File: config.mk
export PLATFORM = sky130hd
export DESIGN_NAME = dmem_arbiter
export DESIGN_NICKNAME = d
export VERILOG_FILES = /design/src/rtl/dmem_arbiter.sv
export SDC_FILE = /design/constraint.sdc
export NUM_CORES = 1
export LEC_CHECK = 0
export BUFFER_PORTS_ARGS = -buffer_cell sky130_fd_sc_hd__buf_2
export CORE_AREA = 2 2 117 119
export CTS_CLUSTER_DIAMETER = 40
export DETAILED_ROUTE_END_ITERATION = 6
export DIE_AREA = 0 0 119 121
export GPL_ROUTABILITY_DRIVEN = 0
export PLACE_DENSITY_LB_ADDON = 0.25
export SYNTH_ARGS = -nofsm -noshare
export SYNTH_HDL_FRONTEND = slang
export SYNTH_SLANG_ARGS = --single-unit
File: constraint.sdc
create_clock -name clk -period 3.6 [get_ports clk]
set_input_delay 0.72 -clock clk [delete_from_list [all_inputs] [get_ports clk]]
set_output_delay 0.72 -clock clk [all_outputs]
set_load 0.05 [all_outputs]
File: src/rtl/dmem_arbiter.sv
// Two-port round-robin arbiter and access sequencer in front of a single-ported data memory.
// Issues one-cycle mem_read/mem_write strobes, waits out RD_LAT, and returns read data to the owning port.
module dmem_arbiter #(
  parameter int ADDR_W = 32,
  parameter int DATA_W = 32,
  parameter int RD_LAT = 1
) (
  input  logic              clk,
  input  logic              rst,
  input  logic              core_req,
  input  logic              core_we,
  input  logic [ADDR_W-1:0] core_addr,
  input  logic [DATA_W-1:0] core_wdata,
  output logic              core_gnt,
  output logic              core_rvalid,
  output logic [DATA_W-1:0] core_rdata,
  input  logic              ldr_req,
  input  logic              ldr_we,
  input  logic [ADDR_W-1:0] ldr_addr,
  input  logic [DATA_W-1:0] ldr_wdata,
  output logic              ldr_gnt,
  output logic              ldr_rvalid,
  output logic [DATA_W-1:0] ldr_rdata,
  output logic              mem_read,
  output logic              mem_write,
  output logic [ADDR_W-1:0] mem_addr,
  output logic [DATA_W-1:0] mem_wdata,
  input  logic [DATA_W-1:0] mem_rdata,
  output logic              busy
);

  localparam int CNT_W = 3;

  typedef enum logic [1:0] {IDLE, ISSUE, WAIT, RESP} state_t;
  typedef enum logic {PORT_CORE, PORT_LDR} port_t;

  state_t            state_q, state_d;
  port_t             owner_q, owner_d, prio_q, prio_d, sel;
  logic              we_q, we_d;
  logic [CNT_W-1:0]  cnt_q, cnt_d;
  logic [ADDR_W-1:0] mem_addr_d;
  logic [DATA_W-1:0] mem_wdata_d, core_rdata_d, ldr_rdata_d;
  logic              mem_read_d, mem_write_d, busy_d;
  logic              core_gnt_d, ldr_gnt_d, core_rvalid_d, ldr_rvalid_d;

  always_comb begin
    // NOTE: every signal written here gets a default first, so no path can infer a latch.
    state_d       = state_q;
    owner_d       = owner_q;
    prio_d        = prio_q;
    we_d          = we_q;
    cnt_d         = cnt_q;
    sel           = PORT_CORE;
    mem_addr_d    = mem_addr;
    mem_wdata_d   = mem_wdata;
    core_rdata_d  = core_rdata;
    ldr_rdata_d   = ldr_rdata;
    mem_read_d    = 1'b0;
    mem_write_d   = 1'b0;
    core_gnt_d    = 1'b0;
    ldr_gnt_d     = 1'b0;
    core_rvalid_d = 1'b0;
    ldr_rvalid_d  = 1'b0;

    unique case (state_q)
      IDLE: begin
        if (core_req || ldr_req) begin
          if (core_req && ldr_req) sel = prio_q;
          else if (ldr_req)        sel = PORT_LDR;
          owner_d = sel;
          state_d = ISSUE;
          // Outputs are registered, so the ISSUE-cycle strobes are prepared here.
          if (sel == PORT_LDR) begin
            we_d        = ldr_we;
            mem_addr_d  = ldr_addr;
            mem_wdata_d = ldr_wdata;
            ldr_gnt_d   = 1'b1;
          end else begin
            we_d        = core_we;
            mem_addr_d  = core_addr;
            mem_wdata_d = core_wdata;
            core_gnt_d  = 1'b1;
          end
          mem_write_d = we_d;
          mem_read_d  = !we_d;
        end
      end
      ISSUE: begin
        prio_d = (owner_q == PORT_CORE) ? PORT_LDR : PORT_CORE;
        if (we_q) begin
          state_d = IDLE;
        end else begin
          state_d = WAIT;
          cnt_d   = CNT_W'(RD_LAT - 1);
        end
      end
      WAIT: begin
        if (cnt_q == '0) begin
          state_d = RESP;
          if (owner_q == PORT_LDR) begin
            ldr_rdata_d  = mem_rdata;
            ldr_rvalid_d = 1'b1;
          end else begin
            core_rdata_d  = mem_rdata;
            core_rvalid_d = 1'b1;
          end
        end else begin
          cnt_d = cnt_q - CNT_W'(1);
        end
      end
      RESP:    state_d = IDLE;
      default: state_d = IDLE;
    endcase

    busy_d = (state_d != IDLE);
  end

  always_ff @(posedge clk) begin
    // NOTE: sequential state uses non-blocking assignments so every register samples pre-edge values.
    if (!rst) begin
      // NOTE: the data registers are reset too, because their reset value is visible on the ports.
      state_q     <= IDLE;
      owner_q     <= PORT_CORE;
      prio_q      <= PORT_CORE;
      we_q        <= 1'b0;
      cnt_q       <= '0;
      mem_addr    <= '0;
      mem_wdata   <= '0;
      core_rdata  <= '0;
      ldr_rdata   <= '0;
      mem_read    <= 1'b0;
      mem_write   <= 1'b0;
      core_gnt    <= 1'b0;
      ldr_gnt     <= 1'b0;
      core_rvalid <= 1'b0;
      ldr_rvalid  <= 1'b0;
      busy        <= 1'b0;
    end else begin
      state_q     <= state_d;
      owner_q     <= owner_d;
      prio_q      <= prio_d;
      we_q        <= we_d;
      cnt_q       <= cnt_d;
      mem_addr    <= mem_addr_d;
      mem_wdata   <= mem_wdata_d;
      core_rdata  <= core_rdata_d;
      ldr_rdata   <= ldr_rdata_d;
      mem_read    <= mem_read_d;
      mem_write   <= mem_write_d;
      core_gnt    <= core_gnt_d;
      ldr_gnt     <= ldr_gnt_d;
      core_rvalid <= core_rvalid_d;
      ldr_rvalid  <= ldr_rvalid_d;
      busy        <= busy_d;
    end
  end

endmodule

# --- Word level (Yosys, flattened, before mapping) ---
# Index checks and enable logic that the tools add are counted.
totals:
  regBits: 143
  latchBits: 0
  ram_bits: 0
  rom_bits: 0
  input_bits: 166
  output_inout_bits: 135
  word_cells: 56
  n_memories: 0
classes:
  addsub: 1
  multipliers: 0
  n_div: 0
  order_cmp: 0
  n_eq_ne: 5
  n_shift: 0
  n_mux: 20
  bitwise: 1
  reduce_logical: 13
ops:
  columns: ["operator", "n"]
  rows:
  - ["2-to-1 mux 32 bit", 2]
  - ["AND reduction 3 bit", 5]
  - ["2-to-1 mux 1 bit", 11]
  - ["case mux 2 bit (4 select lines)", 1]
  - ["2-to-1 mux 2 bit", 3]
  - ["2-to-1 mux 3 bit", 2]
  - ["case mux 3 bit (2 select lines)", 1]
  - ["== test 2 bit (second input constant)", 2]
  - ["inequality test 2 bit (second input constant)", 2]
  - ["nonzero test 2 bit", 2]
  - ["zero test 3 bit", 1]
  - ["subtractor 3 x 1 -> 3 bit (second input constant)", 1]
  - ["== test 2 x 1 -> 1 bit (second input constant)", 1]
  - ["zero test 2 bit", 1]
  - ["AND reduction 2 bit", 1]
  - ["logical AND 1 bit", 1]
  - ["zero test 1 bit", 1]
  - ["logical OR 1 bit", 1]
  - ["inverter 1 bit", 1]

# --- Depth between registers and ports, before layout ---
# Gate-level depths: netlist (run 1).
logic_depth:
  word_depth: 8
  depth_mapped: 8
  ltp_nobuf: 6

# --- Worst setup path before layout (run 1) ---
# Ideal clock, no wire load.
synth_path:
  path_type: "input port to flip-flop"
  start: "input ldr_req"
  end: "register mem_addr[25]"
  setup_ns: 0.122
  arrival_ns: 1.662
  required_time_ns: 3.478
  path_slack_ns: 1.816
  path_stages: 5
  path_buffers: 3
  cell_sequence: "buf_2 buf_4 clkbuf_1 a21boi_0 o311a_1"
synth_between:
  elab_chain_len: 5
  word_cells_on_any_way: 8
  cone_classes: "5 x mux; 3 x reduce/logical"
synth_lines:
  columns: ["element", "line_no", "text"]
  rows:
  - ["from (decl)", "17", "input logic ldr_req,"]
  - ["2-to-1 mux 1 bit / logical AND 1 bit (equally long branches)", "69, 68", null]
  - ["2-to-1 mux 1 bit", "68", "if (core_req && ldr_req) sel = prio_q;"]
  - ["2-to-1 mux 1 bit", "67", "if (core_req || ldr_req) begin"]
  - ["2-to-1 mux 1 bit", "65", "unique case (state_q)"]
  - ["2-to-1 mux 32 bit", "73", "if (sel == PORT_LDR) begin"]
  - ["to (signal assigned)", "144", "mem_addr <= mem_addr_d;"]
  - ["to (decl)", "26", "output logic [ADDR_W-1:0] mem_addr,"]
# Parallel ways exist; a longest one is shown, timed or not. The select of a mux whose other input is x is not followed.
# A chain may end at the register's enable or synchronous reset.

# --- Worst setup path after layout (run 1) ---
layout_path:
  start: "register cnt_q[0]"
  end: "register ldr_rdata[15]"
layout_between:
  elab_chain_len: 2
layout_lines:
  columns: ["element", "line_no", "text"]
  rows:
  - ["from (decl)", "40", "logic [CNT_W-1:0] cnt_q, cnt_d;"]
  - ["from (signal assigned)", "143", "cnt_q <= cnt_d;"]
  - ["zero test 3 bit", "98", "if (cnt_q == '0) begin"]
  - ["AND reduction 3 bit (no line)", null, null]
  - ["to (signal assigned)", "147", "ldr_rdata <= ldr_rdata_d;"]
  - ["to (decl)", "23", "output logic [DATA_W-1:0] ldr_rdata,"]
# Every way passes these cells.

==> results.toml, run 1 <==
[synth]
syn_area_per_cell_um2 = 8.86
ys.warnings.count = 0
netlist_area_um2 = 6420
synth_cell_type_count = 30
synth-seq-cells = 143
synth_cells = 724
synth_fp_nets = 892
ys_seq_area_share_pct = 44.6

[pwr]
p_int_mw = 3.56
clockPowerShare_pct = 38.3
leakage_nw = 4.20
finalPower_mw = 5.29
powerDensity_nw_per_um2 = 618
peakVddDrop_mv = 0.299
netSwitchingPower_mw = 1.73
combinationalPowerShare_pct = 27.1
seqPwrFrac_pct = 34.6
sw_frac_of_total_pct = 32.8

[global_routing]
antenna_found_initial = 0
grt.overflow.total = 0
grt_max_degree = 133
grtUsageTotal_pct = 25.0
grt_pass1_vias = 5911
grt_pass1_wl_um = 28900

[critical_path]
cp.required_ns = 3.84
crit_slowest_cell = "and4b_2"
cp.arrival_ns = 2.34
cpMostUsedCell = "ha_1"
reg2reg_slack_ns = 1.50
crit_path_max_incr_delay_ns = 0.92
endpoint_kind = "register"
cp-start-kind = "register"
path_max_fanout = 64
criticalPathCategory = "reg2reg"
path_cells = "inv_1, ha_1, ha_1, and4b_2, o21ai_0"

[sta]
slew_violations = 0
final_hold_viol_count = 0
hold_slack_ns = 0.453
final.min_clock_period_ns = 2.10
setup_viol = 0
fmax_mhz = 477
finalSetupTns_ns = 0
tightestPinTransition_ns = 1.04
fin_crit_sh_pct = 58.3
fin_worst_skew_ns = 0.00573
slew_headroom_pct = 30.4
rsz0062_at_grt = "no"

[clock_network]
clkTransAtPathRegs_ns = 0.06
numCtsBuffers = 17
cts_setup_buffers = 0
clkSinkCount = 143
hold_buffers = 0
cts_resized = 0
cts_tree = "yes"
clkLatencyLatePin_ns = 0.41
clockBufferDepth = 2
root_buffer = "clkbuf_16"
htreeDepth = 4

[die]
num_io_pins = 301
die_x_um = 119
row_count = 42
coreArea_um2 = 13100
die_y_um = 121
initial_core_util_pct = 49.0
dieArea_um2 = 14400

[routing]
drt_iter0_markers = 482
routed_wl_um = 18200
ant_nets = 0
drcViolationCount = 0
vias = 6334
wl_per_cell_um = 15.8
first_pass_iters = 5
vias_per_cell = 5.50

[layout]
drive_above_1_share_pct = 35.3
area_delta_synth_final_pct = 33.5
nNetsFinal = 1131
antenna_cells = 0
seq_area_um2 = 2860
fillCellCount = 1132
multi_input_area_um2 = 3180

[worst_hold_path]
worstHoldPathType = "reg2reg"

[placement]
port_buffers = 300
hpwl_um = 12100

[run_status]
outcome = "finished, final reports clean"

[job]
maxCapViolations = 0
-- metrics by stage --
stage	cell area, um^2	worst slack [ns]	utilization (%)	instances
2_1_floorplan	6420	1.82	-	724
6_report	8560	1.50	65.5	1151
5_1_grt	8560	1.23	65.5	1151
3_3_place_gp	7880	1.21	60.2	1120
3_5_place_dp	7880	1.17	60.2	1120
4_1_cts	8560	1.51	65.5	1151
-- Yosys cell counts --
cell	n	share of area, %
dfxtp_1	143	45
nand2_1	67	3.9
and3_1	66	6.4
a21boi_0	65	7.6
nand3_1	65	5.1
o21bai_1	65	7.6
o311a_1	65	10
o21ai_0	64	5.0
clkbuf_1	58	3.4
buf_2	22	1.7
inv_1	5	0.29
a21oi_1	4	0.31
buf_6	4	0.70
nand2b_1	4	0.39
nor2_1	4	0.23
nor3_1	3	0.23
buf_1	2	0.12
buf_4	2	0.23
ha_1	2	0.39
o21ai_1	2	0.16
o22ai_1	2	0.19
o32ai_1	2	0.27
and4b_1	1	0.16
nand3b_1	1	0.12
nor4_1	1	0.098
nor4bb_1	1	0.16
o211a_1	1	0.16
o21a_1	1	0.12
or2_1	1	0.098
or3_1	1	0.098
-- logic make-up after synthesis --
| kind of cell | synth area share [%] |
|---|---|
| AO/OA/AOI/OAI | 31.5 |
| AND/OR/NAND/NOR | 17.0 |
| flip-flops | 44.6 |
| buffers and inverters | 6.45 |
| adder cells (fa/ha/maj) | 0.390 |
-- worst max-delay path: cells and delay by family (launching register included) --
| family | cells | cell delay [ns] |
|---|---|---|
| AOI/OAI and AO/OA | 1 | 0.24 |
| adders and majority gates | 2 | 0.36 |
| buffers and inverters | 1 | 0.05 |
| DFF | 1 | 0.32 |
| and+or+nand+nor | 1 | 0.92 |
-- layout by cell type (no fill, tap or decap), types with 17 or more instances in the layout --
cell type,Yosys,final
buf_2,22,299
dfxtp_1,143,143
nand2_1,67,67
and3_1,66,66
nand3_1,65,65
a21boi_0,65,65
o21bai_1,65,65
o311a_1,65,65
o21ai_0,64,64
clkbuf_16,0,17
-- worst paths after layout --
kind                       from             to  cells after the start
setup reg to reg       cnt_q[0]  ldr_rdata[15]                      5
hold / removal    ldr_rdata[16]  ldr_rdata[16]                      2
hold reg to reg   ldr_rdata[16]  ldr_rdata[16]                      2
setup / recovery       cnt_q[0]  ldr_rdata[15]                      5
-- final cells by class --
| class | instances | area share (%) |
|---|---|---|
| clock buffers | 22 | 5.65 |
| multi-input cells | 488 | 37.2 |
| clock inverters | 9 | 2.37 |
| inverters | 5 | 0.219 |
| well taps | 176 | 2.57 |
| repair buffers | 308 | 18.6 |
| flip-flops and latches | 143 | 33.4 |
-- flip-flops by register name, indices dropped and copies added, names as in the netlist --
| register | count |
|---|---|
| prio_q | 1 |
| state_q | 2 |
| ldr_gnt | 1 |
| we_q | 1 |
| core_gnt | 1 |
| mem_wdata | 32 |
| busy | 1 |
| owner_q | 1 |
| mem_read | 1 |
| core_rvalid | 1 |
| mem_addr | 32 |
| ldr_rvalid | 1 |
| core_rdata | 32 |
| cnt_q | 3 |
| mem_write | 1 |
| ldr_rdata | 32 |
-- per-layer routing --
layer / track usage [%] / up-vias / wire, um
li1: - / 3149 / -
met2: 40.2 / 242 / 8700
met4: 13.4 / 0 / 564
met1: 29.6 / 2905 / 7610
met5: 0 / - / 0
met3: 8.04 / 38 / 1330
-- power by group through the flow --
stage | registers, mW | clock network [mW] | logic (mW)
after floorplan | 2.39 | 0 | 0.557
after global placement | 1.86 | 0 | 1.44
after detailed placement | 1.86 | 0 | 1.44
after CTS | 1.83 | 2.06 | 1.44
after global routing | 1.85 | 2.13 | 1.53
final | 1.83 | 2.03 | 1.44
No activity file was read; power rests on OpenSTA's default activity.
==> run 2: changes to the inputs <==
--- a/config.mk
+++ b/config.mk
@@ -5,11 +5,11 @@
 export SDC_FILE = /design/constraint.sdc
 export NUM_CORES = 1
 export LEC_CHECK = 0
+export ABC_AREA = 1
 export BUFFER_PORTS_ARGS = -buffer_cell sky130_fd_sc_hd__buf_2
-export CORE_AREA = 2 2 117 119
+export CORE_UTILIZATION = 42
 export CTS_CLUSTER_DIAMETER = 40
 export DETAILED_ROUTE_END_ITERATION = 6
-export DIE_AREA = 0 0 119 121
 export GPL_ROUTABILITY_DRIVEN = 0
 export PLACE_DENSITY_LB_ADDON = 0.25
 export SYNTH_ARGS = -nofsm -noshare
==> constraint.sdc (replaced) <==
create_clock -name clk -period 1.78 [get_ports clk]
set_input_delay 0.356 -clock clk [delete_from_list [all_inputs] [get_ports clk]]
set_output_delay 0.356 -clock clk [all_outputs]
set_load 0.05 [all_outputs]
==> run 2 against run 1 <==
  * Sequential power grew 110%
  * Sequential share of layout area grew 0.85 points
  * Via count grew 1.6%
  * Global-route usage shrank 1.3 points
  * Final cell count grew 14%
  * Sequential cell count is the same
  * Clock power grew 67%
  * Non-clock buffer count grew 10
  * Hold slack lost 0.25 ns
  * Count of clock-buffer cells in the layout shrank 4
  * Synthesized area shrank 4.2%
  * Routed wire length shrank 2.3%
  * Critical path type unchanged
  * Largest cell class unchanged
==> results.toml, run 2 <==
[global_routing]
grt_pass1_vias = 5835
grt.overflow.total = 0
grt_max_degree = 132
grtUsageTotal_pct = 23.7
antenna_found_initial = 1
grt_pass1_wl_um = 28000

[routing]
vias = 6436
wl_per_cell_um = 13.5
first_pass_iters = 4
routed_wl_um = 17800
ant_nets = 0
drt_iter0_markers = 454
vias_per_cell = 4.90
drcViolationCount = 0

[synth]
netlist_area_um2 = 6150
synth_fp_nets = 1021
synth-seq-cells = 143
yosysMostFrequentCell = "nor2_1"
synth_common_cells = "nor2_1 (264), dfxtp_1 (143), o21ai_0 (120)"
synth_cells = 853
synthFlopType = "dfxtp_1"
async_flop_share_pct = 0
yosysTopAreaCellShare_pct = 46.6
synth_cell_type_count = 18
syn_area_per_cell_um2 = 7.21
ys_seq_area_share_pct = 46.6
synth_edf_count = 0
yosysTopAreaCell = "dfxtp_1"
synthTopCellsByArea = "dfxtp_1 (47%), nor2_1 (16%), o21ai_0 (9.8%)"
ys.warnings.count = 0

[die]
dieArea_um2 = 15100
initial_core_util_pct = 43.6
row_count = 43
coreArea_um2 = 14100
die_y_um = 123
die_x_um = 123
num_io_pins = 301

[layout]
nNetsFinal = 1289
final_common_cell = "buf_2"
finalNonFillerCells = 1314
layout_common_cells = "buf_2 (298), nor2_1 (264), dfxtp_1 (143)"
antenna_cells = 0
fillCellCount = 1421
area_delta_synth_final_pct = 35.9
drive_above_1_share_pct = 31.2

[clock_network]
numCtsBuffers = 17
cts_tree = "yes"
clockBufferDepth = 2
htreeDepth = 4
clkTransAtPathRegs_ns = 0.06
root_buffer = "clkbuf_16"
clkLatencyLatePin_ns = 0.42
cts_setup_buffers = 0
clkSinkCount = 143

[placement]
dpl.cell_count = 1282
port_buffers = 300
hpwl_um = 12500

[sta]
slew_violations = 0
final.min_clock_period_ns = 1.55
setup_viol = 0
tightestPinTransition_ns = 0.493
rsz0062_at_grt = "no"
slew_headroom_pct = 67.1
finalSetupTns_ns = 0
fin_crit_sh_pct = 87.0
fin_worst_skew_ns = 0.00718
fmax_mhz = 646
final_hold_viol_count = 0

[critical_path]
criticalPathCategory = "reg2reg"
path_max_fanout = 18
cp-start-kind = "register"
endpoint_kind = "register"
cp.arrival_ns = 1.90
cp.required_ns = 2.13

[pwr]
leakage_nw = 4.12
peakVddDrop_mv = 0.748
seqPwrFrac_pct = 34.8
powerDensity_nw_per_um2 = 1340
p_int_mw = 6.69
clockPowerShare_pct = 30.1
netSwitchingPower_mw = 4.55
sw_frac_of_total_pct = 40.5
combinationalPowerShare_pct = 35.1

[job]
maxCapViolations = 0

[run_status]
outcome = "finished, final reports clean"

[worst_hold_path]
worstHoldPathType = "in2reg"
[run 2: cell types whose count changed after synthesis, moves of 4 or more]
| cell | change |
|---|---|
| nand3_1 | +8 |
| buf_4 | +8 |
| inv_1 | +11 |
| o21ai_1 | +9 |
| o311a_1 | -65 |
| and3_1 | -66 |
| o21bai_1 | -65 |
| nand2b_1 | -4 |
| nand2_1 | +13 |
| clkbuf_1 | -27 |
| o21ai_0 | +56 |
| nor2_1 | +260 |
[run 2: repair_timing]
item / in CTS / in global routing
endpoints found under the hold margin: 0 / 0
hold buffers: 0 / 0
endpoints found under the setup margin: 0 / 21
gates resized for setup: 0 / 2
[run 2: cell type report]
type	instances	area (um^2)	share of cell area, %
multi-input cells	622	2880	34.4
clock inverters	14	131	1.57
repair buffers	318	1750	21.0
clock buffers	18	429	5.14
flip-flops and latches	143	2860	34.3
well taps	180	225	2.70
inverters	19	73.8	0.884
[run 2: metal layers]
| metal | global-route usage (%) | share of wire [%] |
|---|---|---|
| met4 | 10.1 | 2.5 |
| met2 | 39.8 | 47 |
| met1 | 27.3 | 42 |
| met5 | 0 | 0 |
| met3 | 8.30 | 8.1 |
[run 2: cells by family after synthesis]
kind of cell / share of synthesized area, %
compound gates: 18.9
fa+ha+maj: 0.407
buf+inv: 6.86
flops: 46.6
simple gates: 27.3
[run 2: worst max-delay path, stage by stage, from the launching register on]
cell and delay [ns]:
dfxtp_1 0.32, inv_1 0.05, ha_1 0.19, ha_1 0.20, inv_1 0.07, nor2_1 0.04
nand2_1 0.14, buf_4 0.25, o21ai_0 0.11, nor2_1 0.11
[run 2: power groups by stage]
stage                     Sequential [mW]  Clock (mW)  Combinational, mW
after floorplan                      5.54           0               1.37
after global placement               3.96           0               3.94
after detailed placement             3.97           0               3.95
after CTS                            3.91        3.44               3.97
after global routing                 3.97        3.60               4.27
final                                3.91        3.38               3.94
[run 2: final timing paths]
kind                 from              to  slack (ns)  depth (start not counted)
max              cnt_q[0]  core_rdata[23]        0.23                          9
min          mem_rdata[0]    ldr_rdata[0]        0.20                          3
max reg2reg      cnt_q[0]  core_rdata[23]        0.23                          9
min reg2reg          we_q            we_q        0.47                          2
[run 2: per-stage QoR]
stage	area, um^2	power, mW	hold WS (ns)	worst slack [ns]	utilization [%]
2_1_floorplan	6150	6.91	0.442	0.337	-
3_3_place_gp	7790	7.90	0.458	0.191	55.3
3_5_place_dp	7790	7.93	0.458	0.132	55.3
4_1_cts	8350	11.3	0.183	0.0835	59.2
5_1_grt	8350	11.8	0.195	0.111	59.2
6_report	8350	11.2	0.199	0.232	59.2
